$ cat src/rtl/dsp_seq_pkg.sv
// Shared definitions for the DSP MAC sequencer.
// Contents:
//   seq_state_t      - sequencer FSM state encoding
//   OPM_*            - opmode field values used to steer the slice X/Z muxes
//   OPMODE_SUB_BIT   - opmode bit selecting Z - (X) instead of Z + X
//   DSP_MAC_LAT      - cycles from operand capture to P update in the slice
//   mac_opmode()     - builds the opmode word for one accumulate step
package dsp_seq_pkg;

    typedef enum logic [1:0] {
        ST_IDLE  = 2'd0,
        ST_RUN   = 2'd1,
        ST_DRAIN = 2'd2,
        ST_HOLD  = 2'd3
    } seq_state_t;

    localparam logic [1:0] OPM_X_M    = 2'b01;
    localparam logic [1:0] OPM_Z_ZERO = 2'b00;
    localparam logic [1:0] OPM_Z_P    = 2'b10;
    localparam int         OPMODE_SUB_BIT = 7;

    // A1/B1 -> M -> P: operands captured at the end of cycle k reach P at the end of k+2.
    localparam int DSP_MAC_LAT = 3;

    // The first product of a frame loads P (Z=0); later products accumulate onto P.
    function automatic logic [7:0] mac_opmode(input logic sub, input logic first);
        logic [7:0] opm;
        opm                 = 8'h00;
        opm[1:0]            = OPM_X_M;
        opm[3:2]            = first ? OPM_Z_ZERO : OPM_Z_P;
        opm[OPMODE_SUB_BIT] = sub;
        return opm;
    endfunction

endpackage

$ cat src/rtl/dsp_seq_shadow_pipe.sv
// Token shadow of the slice pipeline. Each accepted operand pair pushes a
// {valid, first} token; the token walks alongside the data through the slice
// M and P register stages and enables exactly the stage that holds it.
// Ports:
//   clk, rst      clock and asynchronous active-high reset
//   flush         synchronous clear of all tokens (frame abort)
//   push          operand pair accepted this cycle
//   push_first    the accepted pair is the first of its frame
//   sub           frame subtract flag, copied into opmode
//   stage_m       a token is at the M stage (drives CEM/CEOPMODE)
//   stage_opmode  opmode for the token at the M stage, 0 when empty
//   stage_p       a token is at the P stage (drives CEP, counts a retire)
module dsp_seq_shadow_pipe
    import dsp_seq_pkg::*;
(
    input  logic       clk,
    input  logic       rst,
    input  logic       flush,
    input  logic       push,
    input  logic       push_first,
    input  logic       sub,
    output logic       stage_m,
    output logic [7:0] stage_opmode,
    output logic       stage_p
);

    localparam int STAGES = DSP_MAC_LAT - 1;

    logic [STAGES-1:0] tok_valid;
    logic              tok_first;

    always_ff @(posedge clk or posedge rst) begin
        if (rst) begin
            tok_valid <= '0;
            tok_first <= 1'b0;
        end else if (flush) begin
            tok_valid <= '0;
            tok_first <= 1'b0;
        end else begin
            tok_valid <= {tok_valid[STAGES-2:0], push};
            // Only the M stage needs the first flag: opmode is registered there.
            tok_first <= push && push_first;
        end
    end

    assign stage_m      = tok_valid[0];
    assign stage_p      = tok_valid[STAGES-1];
    assign stage_opmode = tok_valid[0] ? mac_opmode(sub, tok_first) : 8'h00;

endmodule

$ cat src/rtl/dsp_mac_sequencer.sv
// Sequences one DSP48A1-style slice (A1REG/B1REG/MREG/PREG/OPMODEREG = 1)
// through multiply-accumulate frames of programmable length.
//
// state    | meaning
// ---------+------------------------------------------------------------
// ST_IDLE  | waiting for start; frame_len==0 flags len_err
// ST_RUN   | accepting operand pairs until frame_len transfers are done
// ST_DRAIN | waiting for the in-flight products to retire into P
// ST_HOLD  | presenting P on res_data until res_ready
//
// Ports:
//   clk, RST                 clock and asynchronous active-high reset
//   start, frame_len,
//   frame_sub, abort         frame control; busy/len_err status
//   in_valid/in_ready,
//   in_a, in_b               operand pair stream
//   res_valid/res_ready,
//   res_data                 accumulated result stream
//   dsp_*                    slice data, opmode, clock-enable and reset pins
module dsp_mac_sequencer
    import dsp_seq_pkg::*;
#(
    parameter int LEN_W  = 16,
    parameter int DATA_W = 18
) (
    input  logic              clk,
    input  logic              RST,
    input  logic              start,
    input  logic [LEN_W-1:0]  frame_len,
    input  logic              frame_sub,
    input  logic              abort,
    output logic              busy,
    output logic              len_err,
    input  logic              in_valid,
    output logic              in_ready,
    input  logic [DATA_W-1:0] in_a,
    input  logic [DATA_W-1:0] in_b,
    output logic              res_valid,
    input  logic              res_ready,
    output logic [47:0]       res_data,
    output logic [DATA_W-1:0] dsp_A,
    output logic [DATA_W-1:0] dsp_B,
    output logic [7:0]        dsp_opmode,
    output logic              dsp_CEA,
    output logic              dsp_CEB,
    output logic              dsp_CEOPMODE,
    output logic              dsp_CEM,
    output logic              dsp_CEP,
    output logic              dsp_RSTM,
    output logic              dsp_RSTP,
    input  logic [47:0]       dsp_P
);

    localparam logic [LEN_W-1:0] CNT_ONE = LEN_W'(1);

    seq_state_t       state, state_nxt;
    logic [LEN_W-1:0] len_q;
    logic [LEN_W-1:0] xfer_cnt;
    logic [LEN_W-1:0] retire_cnt;
    logic             sub_q;
    logic             len_err_q;
    logic             abort_q;

    logic             idle;
    logic             xfer;
    logic             first_xfer;
    logic             last_xfer;
    logic             retire;
    logic             last_retire;
    logic             abort_act;
    logic             start_ok;
    logic             stage_m;
    logic [7:0]       stage_opmode;

    assign idle       = (state == ST_IDLE);
    assign in_ready   = (state == ST_RUN);
    assign xfer       = in_valid && in_ready;
    assign first_xfer = xfer && (xfer_cnt == '0);
    // Compare against len-1 so the counters never need to exceed len,
    // which keeps frame_len = 2^LEN_W-1 free of wrap.
    assign last_xfer   = xfer && (xfer_cnt == len_q - CNT_ONE);
    assign last_retire = retire && (retire_cnt == len_q - CNT_ONE);
    assign abort_act   = abort && !idle;
    assign start_ok    = idle && start && (frame_len != '0);

    always_comb begin
        state_nxt = state;
        case (state)
            ST_IDLE:  if (start_ok)    state_nxt = ST_RUN;
            ST_RUN:   if (last_xfer)   state_nxt = ST_DRAIN;
            ST_DRAIN: if (last_retire) state_nxt = ST_HOLD;
            ST_HOLD:  if (res_ready)   state_nxt = ST_IDLE;
            default:                   state_nxt = ST_IDLE;
        endcase
        if (abort_act) state_nxt = ST_IDLE;
    end

    always_ff @(posedge clk or posedge RST) begin
        if (RST) begin
            state      <= ST_IDLE;
            len_q      <= '0;
            xfer_cnt   <= '0;
            retire_cnt <= '0;
            sub_q      <= 1'b0;
            len_err_q  <= 1'b0;
            abort_q    <= 1'b0;
        end else begin
            state     <= state_nxt;
            len_err_q <= idle && start && (frame_len == '0);
            abort_q   <= abort_act;
            if (start_ok) begin
                len_q      <= frame_len;
                sub_q      <= frame_sub;
                xfer_cnt   <= '0;
                retire_cnt <= '0;
            end else if (abort_act) begin
                xfer_cnt   <= '0;
                retire_cnt <= '0;
            end else begin
                if (xfer)   xfer_cnt   <= xfer_cnt + CNT_ONE;
                if (retire) retire_cnt <= retire_cnt + CNT_ONE;
            end
        end
    end

    dsp_seq_shadow_pipe u_shadow (
        .clk          (clk),
        .rst          (RST),
        .flush        (abort_act),
        .push         (xfer),
        .push_first   (first_xfer),
        .sub          (sub_q),
        .stage_m      (stage_m),
        .stage_opmode (stage_opmode),
        .stage_p      (retire)
    );

    assign busy         = !idle;
    assign len_err      = len_err_q;
    assign res_valid    = (state == ST_HOLD);
    assign res_data     = res_valid ? dsp_P : 48'd0;

    assign dsp_A        = in_a;
    assign dsp_B        = in_b;
    assign dsp_CEA      = xfer;
    assign dsp_CEB      = xfer;
    assign dsp_CEM      = stage_m;
    assign dsp_CEOPMODE = stage_m;
    assign dsp_opmode   = stage_opmode;
    // The pipe is empty in HOLD, so CEP is already low and P holds the result.
    assign dsp_CEP      = retire;
    // Clearing M and P one cycle after abort discards any partial accumulation.
    assign dsp_RSTM     = abort_q;
    assign dsp_RSTP     = abort_q;

endmodule

$ cat config.mk
export PLATFORM = sky130hd
export DESIGN_NAME = dsp_mac_sequencer
export DESIGN_NICKNAME = d
export VERILOG_FILES = /design/src/rtl/dsp_seq_pkg.sv /design/src/rtl/dsp_seq_shadow_pipe.sv /design/src/rtl/dsp_mac_sequencer.sv
export SDC_FILE = /design/constraint.sdc
export NUM_CORES = 1
export LEC_CHECK = 0
export ABC_AREA = 0
export CORE_ASPECT_RATIO = 0.6
export CORE_UTILIZATION = 37
export CTS_CLUSTER_DIAMETER = 120
export DETAILED_ROUTE_END_ITERATION = 7
export PLACE_DENSITY = 0.88
export SLEW_MARGIN = 30
export SYNTH_ARGS = -nofsm -noshare
export SYNTH_HDL_FRONTEND = slang
export SYNTH_SLANG_ARGS = --single-unit
$ cat constraint.sdc
create_clock -name clk -period 3 [get_ports clk]
set_clock_uncertainty 0.2 [all_clocks]
set_input_delay 0.6 -clock clk [delete_from_list [all_inputs] [get_ports clk]]
set_output_delay 0.6 -clock clk [all_outputs]
set_load 0.01 [all_outputs]
==> flow_metrics.tcl <==
set metrics [dict create \
    synthArstFlopShare_pct 100 \
    worstSetupPathType "reg2reg" \
    syn_to_final_growth_pct 36.6 \
    cts_hold_buf 0 \
    clkTransAtPathRegs_ps 80 \
    cts_buffers 5 \
    met1_usage_pct 30.9 \
    multiInputGateArea_um2 2420 \
    synthTopCellsByArea "dfrtp_1 33%, buf_4 7.9%, and2_1 7.3%" \
    yosysSeqAreaShare_pct 32.9 \
    finalSetupViolations 0 \
    initial_core_util_pct 39.1 \
    leakage_nw 2.36 \
    finalHoldViolCount 0 \
    cp-end-kind "register" \
    core_area_um2 10900 \
    regArea_um2 1400 \
    antenna_found_initial 0 \
    synth_edf_count 0 \
    min_path_type "reg2reg" \
    netlist_instances 489 \
    ir_drop_mv 0.365 \
    cts_sinks 56 \
    cts_max_level 2 \
    postPlaceCellArea_um2 5600 \
    max_freq_ghz 0.339 \
    portBuffers 132 \
    die_h_um 85.1 \
    vias_per_cell 5.26 \
    drc_errors 0 \
    rows 29 \
    final_area_um2 5820 \
    cp-start-kind "register" \
    overflow 0 \
    arrival_ps 2980 \
    n_fill_cell 967 \
    die_w_um 141 \
    place_congestion 0.914 \
    period_minus_slack_ps 2950 \
    grt.total_usage_pct 22.3 \
    ys_ff_latch 56 \
    dr.pass1.iters 4 \
    drv_cap 0 \
    synth_top_area_share_pct 32.9 \
    routed_wl_um 13400 \
    io_pins 210 \
    drv_slew 0 \
    cts_tree "built" \
    grt.met2_usage_pct 35.9 \
    worst-path-max-fanout 8 \
    p_total_w 0.00417 \
    synth.top_cells.by_count "56 x dfrtp_1, 50 x and2_1, 46 x nor2_1, 45 x buf_4, 32 x xnor2_1" \
    grt_pass1_wl_um 20200 \
    grt_max_degree 33 \
    vias 3880 \
    ys_types 56 \
    clk_path_buf_depth 2 \
    antenna_cells 0 \
    syn-cell-area_um2 4260 \
    tightest_slew_ps 618 \
    grt_pass1_vias 3696 \
    clk_latency_ps 310 \
    final_nets 712 \
    rsz0062_at_grt "true" \
    post_drt_wl_per_cell_um 18.1 \
    synth_most_common_cell "dfrtp_1" \
    required_ps 3030 \
    relSlewSlack_pct 58.8 \
    holdWs_ps 316 \
    hpwl_um 10900 \
    yosys.area.top_type "dfrtp_1" \
    synth-main-ff-cell "dfrtp_1" \
    cts-root-buf "clkbuf_16" \
    status "complete, no violations" \
    yosys_warnings 0 \
    met3_usage_pct 4.68 \
    post-route-period-util_pct 98.3 \
    top_usage_layer "met2" \
    powerDensity_nw_per_um2 716 \
    ant_nets 0 \
    drt_iter0_markers 248 \
    die_area_um2 12000 \
    syn_area_per_cell_um2 8.71 \
    drive_gt1_share_pct 12.2 \
]
## cell usage in the layout, fill, tap and decap left out, types with 11 or more instances in the layout
cell             instances
o21ai_0                 15
nand2_1                 30
clkdlybuf4s50_1        132
nor2_1                  45
xnor2_1                 31
inv_1                   11
and2_1                  50
nand4_1                 17
dfrtp_1                 55
xor2_1                  28
mux2_2                  12
buf_4                   32
nor2b_1                 11
## power by group
group / switching (W) / total, W / internal [W]
Combinational: 0.00118 / 0.00240 / 0.00123
Clock: 0.000315 / 0.000633 / 0.000318
Sequential: 0.000213 / 0.00113 / 0.000915
Total: 0.00171 / 0.00417 / 0.00246
## what timing repair did
| item | in CTS | in global routing |
|---|---|---|
| endpoints found under the setup margin | 2 | 2 |
| pin swaps | 0 | 5 |
| buffers inserted | 0 | 3 |
| resized for setup | 1 | 10 |
## cell type report
| cell class | count | area share (%) |
|---|---|---|
| clock inverter | 3 | 0.473 |
| clock buffer | 5 | 2.15 |
| tap | 139 | 2.99 |
| multi-input combinational | 353 | 41.5 |
| inverter | 14 | 0.903 |
| timing repair buffer | 167 | 27.9 |
| sequential | 56 | 24.1 |
## per-layer routing
metal  vias to the layer above  wire length (um)
met2                       178              5970
li1                       1815                 -
met5                         -                 0
met1                      1874              6110
met4                         0               180
met3                        13              1110
## worst max-delay path, stage by stage (launching register included)
cell and delay (ps):
dfrtp_2 500, or3_4 430, or3_1 380, o21a_1 190, o311ai_1 230, nand4_1 200
o31a_1 300, a21oi_1 220, mux2i_1 210
## registers in the layout, summed over array words and instances, names as in the netlist
| signal | count |
|---|---|
| len_err | 1 |
| u_shadow.tok_first | 1 |
| xfer_cnt | 16 |
| sub_q | 1 |
| len_q | 16 |
| dsp_RSTM | 1 |
| state | 2 |
| u_shadow.tok_valid | 2 |
| retire_cnt | 16 |
## per-stage QoR
step	util, %	TNS (ps)	worst slack [ps]	cells
final	53.5	0	51.6	737
after detailed placement	51.4	-228	-161	726
after floorplan	-	0	195	493
after global placement	51.4	-135	-85.1	726
after CTS	52.9	0	45.8	734
after global routing	53.5	-1.84	-1.84	737
## worst paths after layout
path / startpoint / endpoint / slack [ps] / depth (start not counted)
worst max-delay path: len_q[3] / state[1] / 50 / 8
worst min-delay path: sub_q / sub_q / 320 / 1
worst max register to register: len_q[3] / state[1] / 50 / 8
worst min register to register: sub_q / sub_q / 320 / 1
max in group asynchronous: RST / xfer_cnt[12] / 1530 / 3
min in group asynchronous: RST / retire_cnt[7] / 480 / 2
## cell families (layout without fill, tap and decap cells)
kind of cell / Yosys count / after routing / share of synthesized area [%]
XOR/XNOR: 62 / 62 / 13.4
AND/OR/NAND/NOR: 211 / 211 / 27.3
adder cells (fa/ha/maj): 9 / 9 / 2.58
multiplexers: 16 / 16 / 4.11
flip-flops: 56 / 56 / 32.9
buffers and inverters: 84 / 189 / 11.7
other: 1 / 5 / 0.0880
AO/OA/AOI/OAI: 50 / 50 / 7.90
(Power assumes the default switching activity.)
